[src/rtl/seg_math_pipe.sv]
// rtl/seg_math_pipe.sv - three-stage balance/steer speed math pipeline
//
// Purpose: turns a balance controller output plus a steering pot reading into
// left/right signed motor speed commands. Stage 1 applies the soft-start
// scaling and the steering offset, stage 2 mixes torques and applies deadzone
// shaping, stage 3 saturates to the output width and flags overspeed.
//
// Ports:
//   clk                 - only clock
//   rst                 - asynchronous active-high reset
//   vld_in              - sample strobe for PID_cntrl/steer_pot/en_steer/pwr_up
//   PID_cntrl[SPD_W]    - signed balance controller output
//   steer_pot[12]       - unsigned steering potentiometer reading
//   en_steer, pwr_up    - steering enable, motor power enable
//   vld_out             - one-cycle pulse when new speeds are presented
//   lft_spd, rght_spd   - signed motor speed commands, held between pulses
//   too_fast            - either speed above TOO_FAST_THR
//   ss_done             - soft-start timer saturated
//
// Optional feature: define SEG_MATH_SLEW_LIMIT_EN to rate-limit each output to
// SLEW_STEP per vld_out; a sample with pwr_up=0 still forces 0 immediately.

module seg_math_pipe #(
    parameter int SPD_W           = 12,
    parameter int SS_W            = 8,
    parameter int MIN_DUTY        = 168,
    parameter int LOW_TORQUE_BAND = 42,
    parameter int GAIN_MULT       = 4,
    parameter int TOO_FAST_THR    = 1536,
    parameter int SLEW_STEP       = 64
) (
    input  logic                    clk,
    input  logic                    rst,
    input  logic                    vld_in,
    input  logic signed [SPD_W-1:0] PID_cntrl,
    input  logic        [11:0]      steer_pot,
    input  logic                    en_steer,
    input  logic                    pwr_up,
    output logic                    vld_out,
    output logic signed [SPD_W-1:0] lft_spd,
    output logic signed [SPD_W-1:0] rght_spd,
    output logic                    too_fast,
    output logic                    ss_done
);

    // Shaped torques carry two guard bits so +MIN_DUTY cannot wrap before
    // the saturation stage sees it.
    localparam int XW = SPD_W + 3;
    localparam int PW = SS_W + SPD_W + 1;

    localparam logic signed [XW-1:0]    BAND_X = XW'(LOW_TORQUE_BAND);
    localparam logic signed [XW-1:0]    DUTY_X = XW'(MIN_DUTY);
    localparam logic signed [XW-1:0]    GAIN_X = XW'(GAIN_MULT);
    localparam logic signed [SPD_W-1:0] MAX_V  = {1'b0, {(SPD_W-1){1'b1}}};
    localparam logic signed [SPD_W-1:0] MIN_V  = {1'b1, {(SPD_W-1){1'b0}}};
    localparam logic signed [XW-1:0]    MAX_X  = XW'(MAX_V);
    localparam logic signed [XW-1:0]    MIN_X  = XW'(MIN_V);
    localparam logic signed [SPD_W-1:0] THR_V  = SPD_W'(TOO_FAST_THR);

`ifdef SEG_MATH_SLEW_LIMIT_EN
    localparam logic signed [SPD_W:0]   STEP_D = (SPD_W+1)'(SLEW_STEP);
    localparam logic signed [SPD_W-1:0] STEP_W = SPD_W'(SLEW_STEP);
`else
    localparam int UNUSED_SLEW = SLEW_STEP;
`endif

    // Deadzone shaping: large torques get a duty offset to overcome motor
    // stiction, small ones are boosted linearly so the response stays smooth.
    function automatic logic signed [XW-1:0] shape(input logic signed [SPD_W:0] t,
                                                    input logic pwr);
        logic signed [XW-1:0] tx;
        tx = XW'(t);
        if (!pwr)
            shape = '0;
        else if (tx > BAND_X)
            shape = tx + DUTY_X;
        else if (tx < -BAND_X)
            shape = tx - DUTY_X;
        else
            shape = tx * GAIN_X;
    endfunction

    function automatic logic signed [SPD_W-1:0] sat(input logic signed [XW-1:0] s);
        if (s > MAX_X)
            sat = MAX_V;
        else if (s < MIN_X)
            sat = MIN_V;
        else
            sat = SPD_W'(s);
    endfunction

`ifdef SEG_MATH_SLEW_LIMIT_EN
    function automatic logic signed [SPD_W-1:0] slew(input logic signed [SPD_W-1:0] cur,
                                                      input logic signed [SPD_W-1:0] tgt);
        logic signed [SPD_W:0] diff;
        diff = (SPD_W+1)'(tgt) - (SPD_W+1)'(cur);
        // A step is only taken when the target lies beyond it, so cur+-step
        // always stays inside the output range.
        if (diff > STEP_D)
            slew = cur + STEP_W;
        else if (diff < -STEP_D)
            slew = cur - STEP_W;
        else
            slew = tgt;
    endfunction
`endif

    // Soft-start timer
    logic [SS_W-1:0] ss_tmr_q, ss_tmr_d;

    // Stage 1
    logic                    v1_q, v1_d;
    logic                    pwr1_q, pwr1_d;
    logic                    en1_q, en1_d;
    logic signed [SPD_W-1:0] pid_ss_q, pid_ss_d;
    logic signed [SPD_W:0]   steer_q, steer_d;

    // Stage 2
    logic                    v2_q, v2_d;
    logic signed [XW-1:0]    lft_sh_q, lft_sh_d;
    logic signed [XW-1:0]    rght_sh_q, rght_sh_d;
`ifdef SEG_MATH_SLEW_LIMIT_EN
    logic                    pwr2_q, pwr2_d;
`endif

    // Stage 3 / outputs
    logic                    vld_out_q, vld_out_d;
    logic signed [SPD_W-1:0] lft_q, lft_d;
    logic signed [SPD_W-1:0] rght_q, rght_d;
    logic                    too_fast_q, too_fast_d;

    logic signed [PW-1:0]    prod;
    logic signed [PW-1:0]    ss_x;
    logic signed [PW-1:0]    pid_x;
    logic        [11:0]      pot_c;
    logic signed [12:0]      off;
    logic signed [12:0]      scaled;
    logic signed [SPD_W:0]   pid_w;
    logic signed [SPD_W:0]   lft_t;
    logic signed [SPD_W:0]   rght_t;
    logic signed [SPD_W-1:0] lft_tgt;
    logic signed [SPD_W-1:0] rght_tgt;
    logic                    unused_prod_bits;

    always_comb begin
        ss_tmr_d = ss_tmr_q;
        if (!pwr_up)
            ss_tmr_d = '0;
        else if (vld_in && (ss_tmr_q != {SS_W{1'b1}}))
            ss_tmr_d = ss_tmr_q + 1'b1;
    end

    // Stage 1: soft-start scaling uses the timer value before this sample's
    // increment; the >>> SS_W plus truncation is a plain bit slice.
    always_comb begin
        ss_x     = PW'($signed({1'b0, ss_tmr_q}));
        pid_x    = PW'(PID_cntrl);
        prod     = ss_x * pid_x;

        pot_c    = steer_pot;
        if (steer_pot < 12'h200)
            pot_c = 12'h200;
        else if (steer_pot > 12'hE00)
            pot_c = 12'hE00;
        off      = $signed({1'b0, pot_c}) - 13'sh7FF;
        scaled   = (off >>> 3) + (off >>> 4);

        v1_d     = vld_in;
        pwr1_d   = pwr1_q;
        en1_d    = en1_q;
        pid_ss_d = pid_ss_q;
        steer_d  = steer_q;
        if (vld_in) begin
            pwr1_d   = pwr_up;
            en1_d    = en_steer;
            pid_ss_d = prod[SS_W+SPD_W-1:SS_W];
            steer_d  = (SPD_W+1)'(scaled);
        end
    end

    assign unused_prod_bits = ^{prod[PW-1], prod[SS_W-1:0]};

    // Stage 2: torque mix and deadzone shaping
    always_comb begin
        pid_w     = (SPD_W+1)'(pid_ss_q);
        lft_t     = en1_q ? (pid_w + steer_q) : pid_w;
        rght_t    = en1_q ? (pid_w - steer_q) : pid_w;

        v2_d      = v1_q;
        lft_sh_d  = lft_sh_q;
        rght_sh_d = rght_sh_q;
`ifdef SEG_MATH_SLEW_LIMIT_EN
        pwr2_d    = pwr2_q;
`endif
        if (v1_q) begin
            lft_sh_d  = shape(lft_t, pwr1_q);
            rght_sh_d = shape(rght_t, pwr1_q);
`ifdef SEG_MATH_SLEW_LIMIT_EN
            pwr2_d    = pwr1_q;
`endif
        end
    end

    // Stage 3: saturate, optional slew limit, overspeed from final outputs
    always_comb begin
        lft_tgt    = sat(lft_sh_q);
        rght_tgt   = sat(rght_sh_q);

        vld_out_d  = v2_q;
        lft_d      = lft_q;
        rght_d     = rght_q;
        too_fast_d = too_fast_q;
        if (v2_q) begin
`ifdef SEG_MATH_SLEW_LIMIT_EN
            if (!pwr2_q) begin
                lft_d  = '0;
                rght_d = '0;
            end else begin
                lft_d  = slew(lft_q, lft_tgt);
                rght_d = slew(rght_q, rght_tgt);
            end
`else
            lft_d  = lft_tgt;
            rght_d = rght_tgt;
`endif
            too_fast_d = (lft_d > THR_V) || (rght_d > THR_V);
        end
    end

    always_ff @(posedge clk or posedge rst) begin
        if (rst) begin
            ss_tmr_q   <= '0;
            v1_q       <= 1'b0;
            pwr1_q     <= 1'b0;
            en1_q      <= 1'b0;
            pid_ss_q   <= '0;
            steer_q    <= '0;
            v2_q       <= 1'b0;
            lft_sh_q   <= '0;
            rght_sh_q  <= '0;
`ifdef SEG_MATH_SLEW_LIMIT_EN
            pwr2_q     <= 1'b0;
`endif
            vld_out_q  <= 1'b0;
            lft_q      <= '0;
            rght_q     <= '0;
            too_fast_q <= 1'b0;
        end else begin
            ss_tmr_q   <= ss_tmr_d;
            v1_q       <= v1_d;
            pwr1_q     <= pwr1_d;
            en1_q      <= en1_d;
            pid_ss_q   <= pid_ss_d;
            steer_q    <= steer_d;
            v2_q       <= v2_d;
            lft_sh_q   <= lft_sh_d;
            rght_sh_q  <= rght_sh_d;
`ifdef SEG_MATH_SLEW_LIMIT_EN
            pwr2_q     <= pwr2_d;
`endif
            vld_out_q  <= vld_out_d;
            lft_q      <= lft_d;
            rght_q     <= rght_d;
            too_fast_q <= too_fast_d;
        end
    end

    assign vld_out  = vld_out_q;
    assign lft_spd  = lft_q;
    assign rght_spd = rght_q;
    assign too_fast = too_fast_q;
    assign ss_done  = (ss_tmr_q == {SS_W{1'b1}});

endmodule

[config.mk]
export PLATFORM = sky130hd
export DESIGN_NAME = seg_math_pipe
export DESIGN_NICKNAME = d
export VERILOG_FILES = /design/src/rtl/seg_math_pipe.sv
export SDC_FILE = /design/constraint.sdc
export NUM_CORES = 1
export LEC_CHECK = 0
export ABC_CLOCK_PERIOD_IN_PS = 6100
export CAP_MARGIN = 20
export CORE_UTILIZATION = 30
export DETAILED_ROUTE_END_ITERATION = 6
export HOLD_SLACK_MARGIN = 0.06
export PLACE_DENSITY = 0.47
export RECOVER_POWER = 25
export SLEW_MARGIN = 20
export SYNTH_ARGS = -nofsm -noshare
export SYNTH_HDL_FRONTEND = slang
export SYNTH_SLANG_ARGS = --single-unit
[constraint.sdc]
create_clock -name clk -period 6.1 [get_ports clk]
set_input_delay 0.61 -clock clk [delete_from_list [all_inputs] [get_ports clk]]
set_output_delay 0.61 -clock clk [all_outputs]
set_load 0.01 [all_outputs]
# After elaboration in Yosys (flattened, before gate mapping)
# Index checks and enable logic that the tools add are counted.
[classes]
add_sub_neg = 9
multipliers = 1
div_mod_pow = 0
n_lt_le_gt_ge = 12
n_eq_ne = 3
n_shift = 0
mux = 16
bitwise_logic = 0
reduce_logical = 2
[ops]
columns = ["cell", "n"]
rows = [
  ["$mux 15", 6],
  ["$mux 12", 6],
  ["$gt 12x12->1 const B", 3],
  ["$gt 15x12->1 const B", 2],
  ["$lt 15x12->1 const B", 2],
  ["$add 13x9->14 const B", 2],
  ["$sub 13x9->14 const B", 2],
  ["$gt 13x7->1 const B", 2],
  ["$lt 13x7->1 const B", 2],
  ["$mux 13", 2],
  ["$mul 9x12->20", 1],
  ["$mux 8", 2],
  ["$add 12x13->13", 1],
  ["$sub 12x11->13 const B", 1],
  ["$sub 12x13->13", 1],
  ["$lt 12x10->1 const B", 1],
  ["$add 10x9->11", 1],
  ["$add 8x1->8 const B", 1],
  ["$eq 8x8->1 const B", 1],
  ["$ne 8x8->1 const B", 1],
  ["$ne 2x1->1 const B", 1],
  ["$logic_and 1x1->1", 1],
  ["$logic_or 1x1->1", 1],
]
[totals]
regBits = 93
latch_bits = 0
ram_bits = 0
romBits = 0
in_bits = 29
mem_count = 0

# Depth between registers and ports, before layout
[depth]
depth_word = 6
ltp_mapped = 20

# Worst setup path before layout
# OpenSTA, ideal clock, no wires.
[synth_timing]
kind = "flip-flop to flip-flop"
from = "register ss_tmr_q[2]"
to = "register pid_ss_q[10]"
setup_time_ps = 125
arrival_ps = 4830
t_required_ps = 5975
slack_ps = 1145
stages_incl_launch_ff = 20
path_buffers = 1
cell_sequence = "dfrtp_1 -> clkbuf_1 -> nand2_1 -> fa_1 -> inv_1 -> fa_1 -> inv_1 -> fa_1 -> inv_1 -> fa_1 -> ha_1 -> nor3_1 -> o21ai_0 -> a31oi_1 -> o31a_1 -> nor2b_1 -> o31a_1 -> o41ai_2 -> xnor2_1 -> mux2_2"
[synth_between]
elab_chain_len = 1
[synth_lines]
columns = ["item", "line_no", "rtl"]
rows = [
  ["start, declared", "109", "logic [SS_W-1:0] ss_tmr_q, ss_tmr_d;"],
  ["start signal, assigned", "249", "ss_tmr_q <= ss_tmr_d;"],
  ["$mul 9x12->20", "158", "prod = ss_x * pid_x;"],
  ["end signal, assigned", "253", "pid_ss_q <= pid_ss_d;"],
  ["end, declared", "115", "logic signed [SPD_W-1:0] pid_ss_q, pid_ss_d;"],
]
# No other way between the ends.
# A chain may end at the register's enable or synchronous reset.

# Final worst setup path
[layout_timing]
from = "input PID_cntrl[6]"
to = "register pid_ss_q[10]"
[layout_between]
elab_chain_len = 1
[layout_lines]
columns = ["item", "line_no", "rtl"]
rows = [
  ["start, declared", "35", "input logic signed [SPD_W-1:0] PID_cntrl,"],
  ["$mul 9x12->20", "158", ""],
]
# No other way between the ends.

==> flow_metrics.env <==
export IMPL_die_w_um=189
export IMPL_final_util_pct=34.0
export IMPL_hold_buffers=0
export IMPL_max_vdd_ir_drop_mv=0.155
export IMPL_grt_setup_unrepaired="false"
export IMPL_hold_viol_final=0
export IMPL_synth_compound_gate_area_share_pct=20.6
export IMPL_cts_tree="yes"
export IMPL_hp_class="reg2reg"
export IMPL_yosys_most_used_dff="dfrtp_1"
export IMPL_initial_utilization_pct=30.5
export IMPL_htree_num_levels=3
export IMPL_synth_seq_area_share_pct=21.6
export IMPL_worstSetupStartpointType="primary input"
export IMPL_yosys_area_share_adder_pct=24.0
export IMPL_clkSlewWorstSetupHoldPaths_ps=70
export IMPL_post_cts_buffers=0
export IMPL_synthXorXnorAreaFrac_pct=3.74
export IMPL_power_leakage_nw=5.19
export IMPL_n_fill_cell=3679
export IMPL_core_um2=34500
export IMPL_syn_to_final_growth_pct=11.5
export IMPL_grt_pass1_vias=8653
export IMPL_final_cells=1718
export IMPL_violations="capacitance limit, slew limit"
export IMPL_grt_use_total_pct=15.9
export IMPL_via_count=8651
export IMPL_vias_per_cell=5.04
export IMPL_io_pins=56
export IMPL_wl_per_cell_um=15.8
export IMPL_synth_most_common_cell="inv_1"
export IMPL_crit_arrival_ps=5650
export IMPL_nets=1442
export IMPL_cpPeakStageDelay_ps=630
export IMPL_status="finished with violations"
export IMPL_antenna_cells=0
export IMPL_finalCritPeriodShare_pct=88.8
export IMPL_syn_area_per_cell_um2=8.53
export IMPL_p_per_area_nw_per_um2=275
export IMPL_ys_seq_elements=91
export IMPL_remaining_drc_errors=0
export IMPL_synth_area_leaders="dfrtp_1, fa_1, ha_1"
export IMPL_crit_path_frequent_cell="fa_1"
export IMPL_worstPathRequired_ps=6340
export IMPL_ff_latch_area_um2=2280
export IMPL_die_area_um2=35800
export IMPL_routed_wl_mm=27.2
export IMPL_cp_slowest_cell="clkdlybuf4s50_1"
export IMPL_max_freq_mhz=185
export IMPL_criticalPathCategory="in2reg"
export IMPL_grt_pass1_wl_mm=46.5
export IMPL_clock_latency_ps=360
export IMPL_end_kind="register"
export IMPL_worst_slew_margin_rel_pct=-33.8
export IMPL_maxSlewViolCount=136
export IMPL_yosysTopAreaCell="dfrtp_1"
export IMPL_multi_input_area_um2=7330
export IMPL_place_hpwl_mm=21.3
export IMPL_drt_iter0_markers=382
export IMPL_synth_top_family_by_area="adder cells"
export IMPL_netlist_area_um2=10500
export IMPL_synthMuxAreaShare_pct=1.34
export IMPL_drive_gt1_share_pct=5.86
export IMPL_cts_buffers=9
export IMPL_maxCapViolations=3
export IMPL_cts_sinks=91
export IMPL_synth_edf_count=0
export IMPL_clk_root_buffer_cell="clkbuf_16"
export IMPL_place_congestion=0.841
export IMPL_crit_path_cell_trace="clkdlybuf4s50_1, nand2_1, fa_1, inv_1, fa_1, inv_1, fa_1, inv_1, fa_1, ha_1, nor3_1, o21ai_0, a31oi_1, buf_4, o31a_1, nor2b_1, o31a_1, o41ai_2, xnor2_1, mux2_2"
export IMPL_io_buffers=55
export IMPL_syn_nets=1418
export IMPL_fin_skew_ps=14.3
export IMPL_synthSimpleGateAreaFrac_pct=19.9
export IMPL_synth_cell_types=104
export IMPL_clk_path_buf_depth=2
export IMPL_tightestPinTransition_ps=2000
export IMPL_worst_path_max_fanout=8
export IMPL_ant_nets=0
export IMPL_numPlacedInstances=1702
export IMPL_grt_max_degree=55
export IMPL_fin_tns_setup_ps=0
export IMPL_min_period_ps=5420
export IMPL_hold_ws_ps=489
export IMPL_yosys_top_cells_count="inv_1, nand2_1, dfrtp_1"
export IMPL_row_count=68
export IMPL_antenna_found_initial=0
export IMPL_syn_instance_count=1234
export IMPL_synth_async_reset_ratio_pct=100
export IMPL_synth_top_cell_area_share_pct=21.6
export IMPL_setup_viol=0
export IMPL_grt_ovfl_total=0
export IMPL_ys_warn_count=0
export IMPL_die_h_um=189
export IMPL_ctsResizeCount=0
export IMPL_dr_pass1_iters=5
-- metal layers --
| layer | up-vias | track usage (%) | part of all wire, % |
|---|---|---|---|
| li1 | 4276 | - | - |
| met1 | 4219 | 22.3 | 49 |
| met2 | 138 | 26.5 | 46 |
| met3 | 18 | 1.84 | 3.1 |
| met4 | 0 | 2.76 | 1.1 |
| met5 | - | 0 | 0 |
-- layout make-up --
type	count	share of cell area [%]
Clock buffer	9	1.92
Clock inverter	7	0.576
Inverter	173	5.54
Multi-Input combinational cell	918	62.4
Sequential cell	91	19.4
Tap cell	455	4.85
Timing Repair Buffer	65	5.27
-- sequential cells by signal, summed over array words and instances (netlist names), 8 cells and up --
register and cells:
ss_tmr_q 8, steer_q 11, rght_spd 12, lft_spd 12
pid_ss_q 12, rght_sh_q 15, lft_sh_q 15
-- cell families (layout without fill, tap and decap cells) --
kind of cell | Yosys count | in the layout
adders and majority gates | 155 | 155
DFF | 91 | 91
and+or+nand+nor | 401 | 401
AOI/OAI and AO/OA | 304 | 304
buffers and inverters | 225 | 254
xor gates and xnor gates | 45 | 45
muxes | 13 | 13
-- critical path: cells and delay by family --
family                   cells  cell delay (ps)
adder cells (fa/ha/maj)      5             2210
AND/OR/NAND/NOR              3              370
AO/OA/AOI/OAI                5             1120
XOR/XNOR                     1              110
buffers and inverters        5              940
multiplexers                 1              260
-- final timing paths --
check | start | endpoint | slack (ps) | cells after the start
setup / recovery | PID_cntrl[6] | pid_ss_q[10] | 680 | 20
hold / removal | too_fast | too_fast | 490 | 1
setup reg to reg | ss_tmr_q[0] | pid_ss_q[10] | 800 | 19
hold reg to reg | too_fast | too_fast | 490 | 1
max in group asynchronous | rst | steer_q[1] | 3500 | 3
min in group asynchronous | rst | vld_out | 1220 | 2
-- power by group --
part | internal, W | switching [W] | leakage (nW)
logic | 0.000715 | 0.00103 | 3.90
clock network | 0.000288 | 0.000292 | 0.140
registers | 0.000767 | 0.000138 | 1.15
total | 0.00177 | 0.00146 | 5.19
-- per-stage QoR --
| stage | cell area (um2) | total power [W] | setup WS (ps) |
|---|---|---|---|
| after floorplan | 10500 | 0.00213 | 1150 |
| after global routing | 11700 | 0.00351 | 372 |
| final | 11700 | 0.00323 | 684 |
| after global placement | 11400 | 0.00265 | 383 |
| after CTS | 11700 | 0.00325 | 665 |
| after detailed placement | 11400 | 0.00266 | 323 |
-- placed cells by master, fill, tap and decap left out, types with 7 or more instances in the layout --
master,n
clkdlybuf4s50_1,54
a31oi_1,18
and2_1,61
o21ai_0,54
a21boi_0,7
clkbuf_16,9
a21o_1,17
nor4_1,8
mux2_2,9
or3_1,10
a21oi_1,58
o21a_1,17
dfrtp_1,91
nand4_1,9
ha_1,77
nand2_1,103
a211oi_1,11
buf_4,8
fa_1,78
o211ai_1,17
o2bb2ai_1,7
nand3_1,27
nor3_1,27
inv_1,169
nand2b_1,15
xor2_1,14
nor2_1,74
xnor2_1,31
nor2b_1,19
nand3b_1,7
No activity file was read; power rests on OpenSTA's default activity.
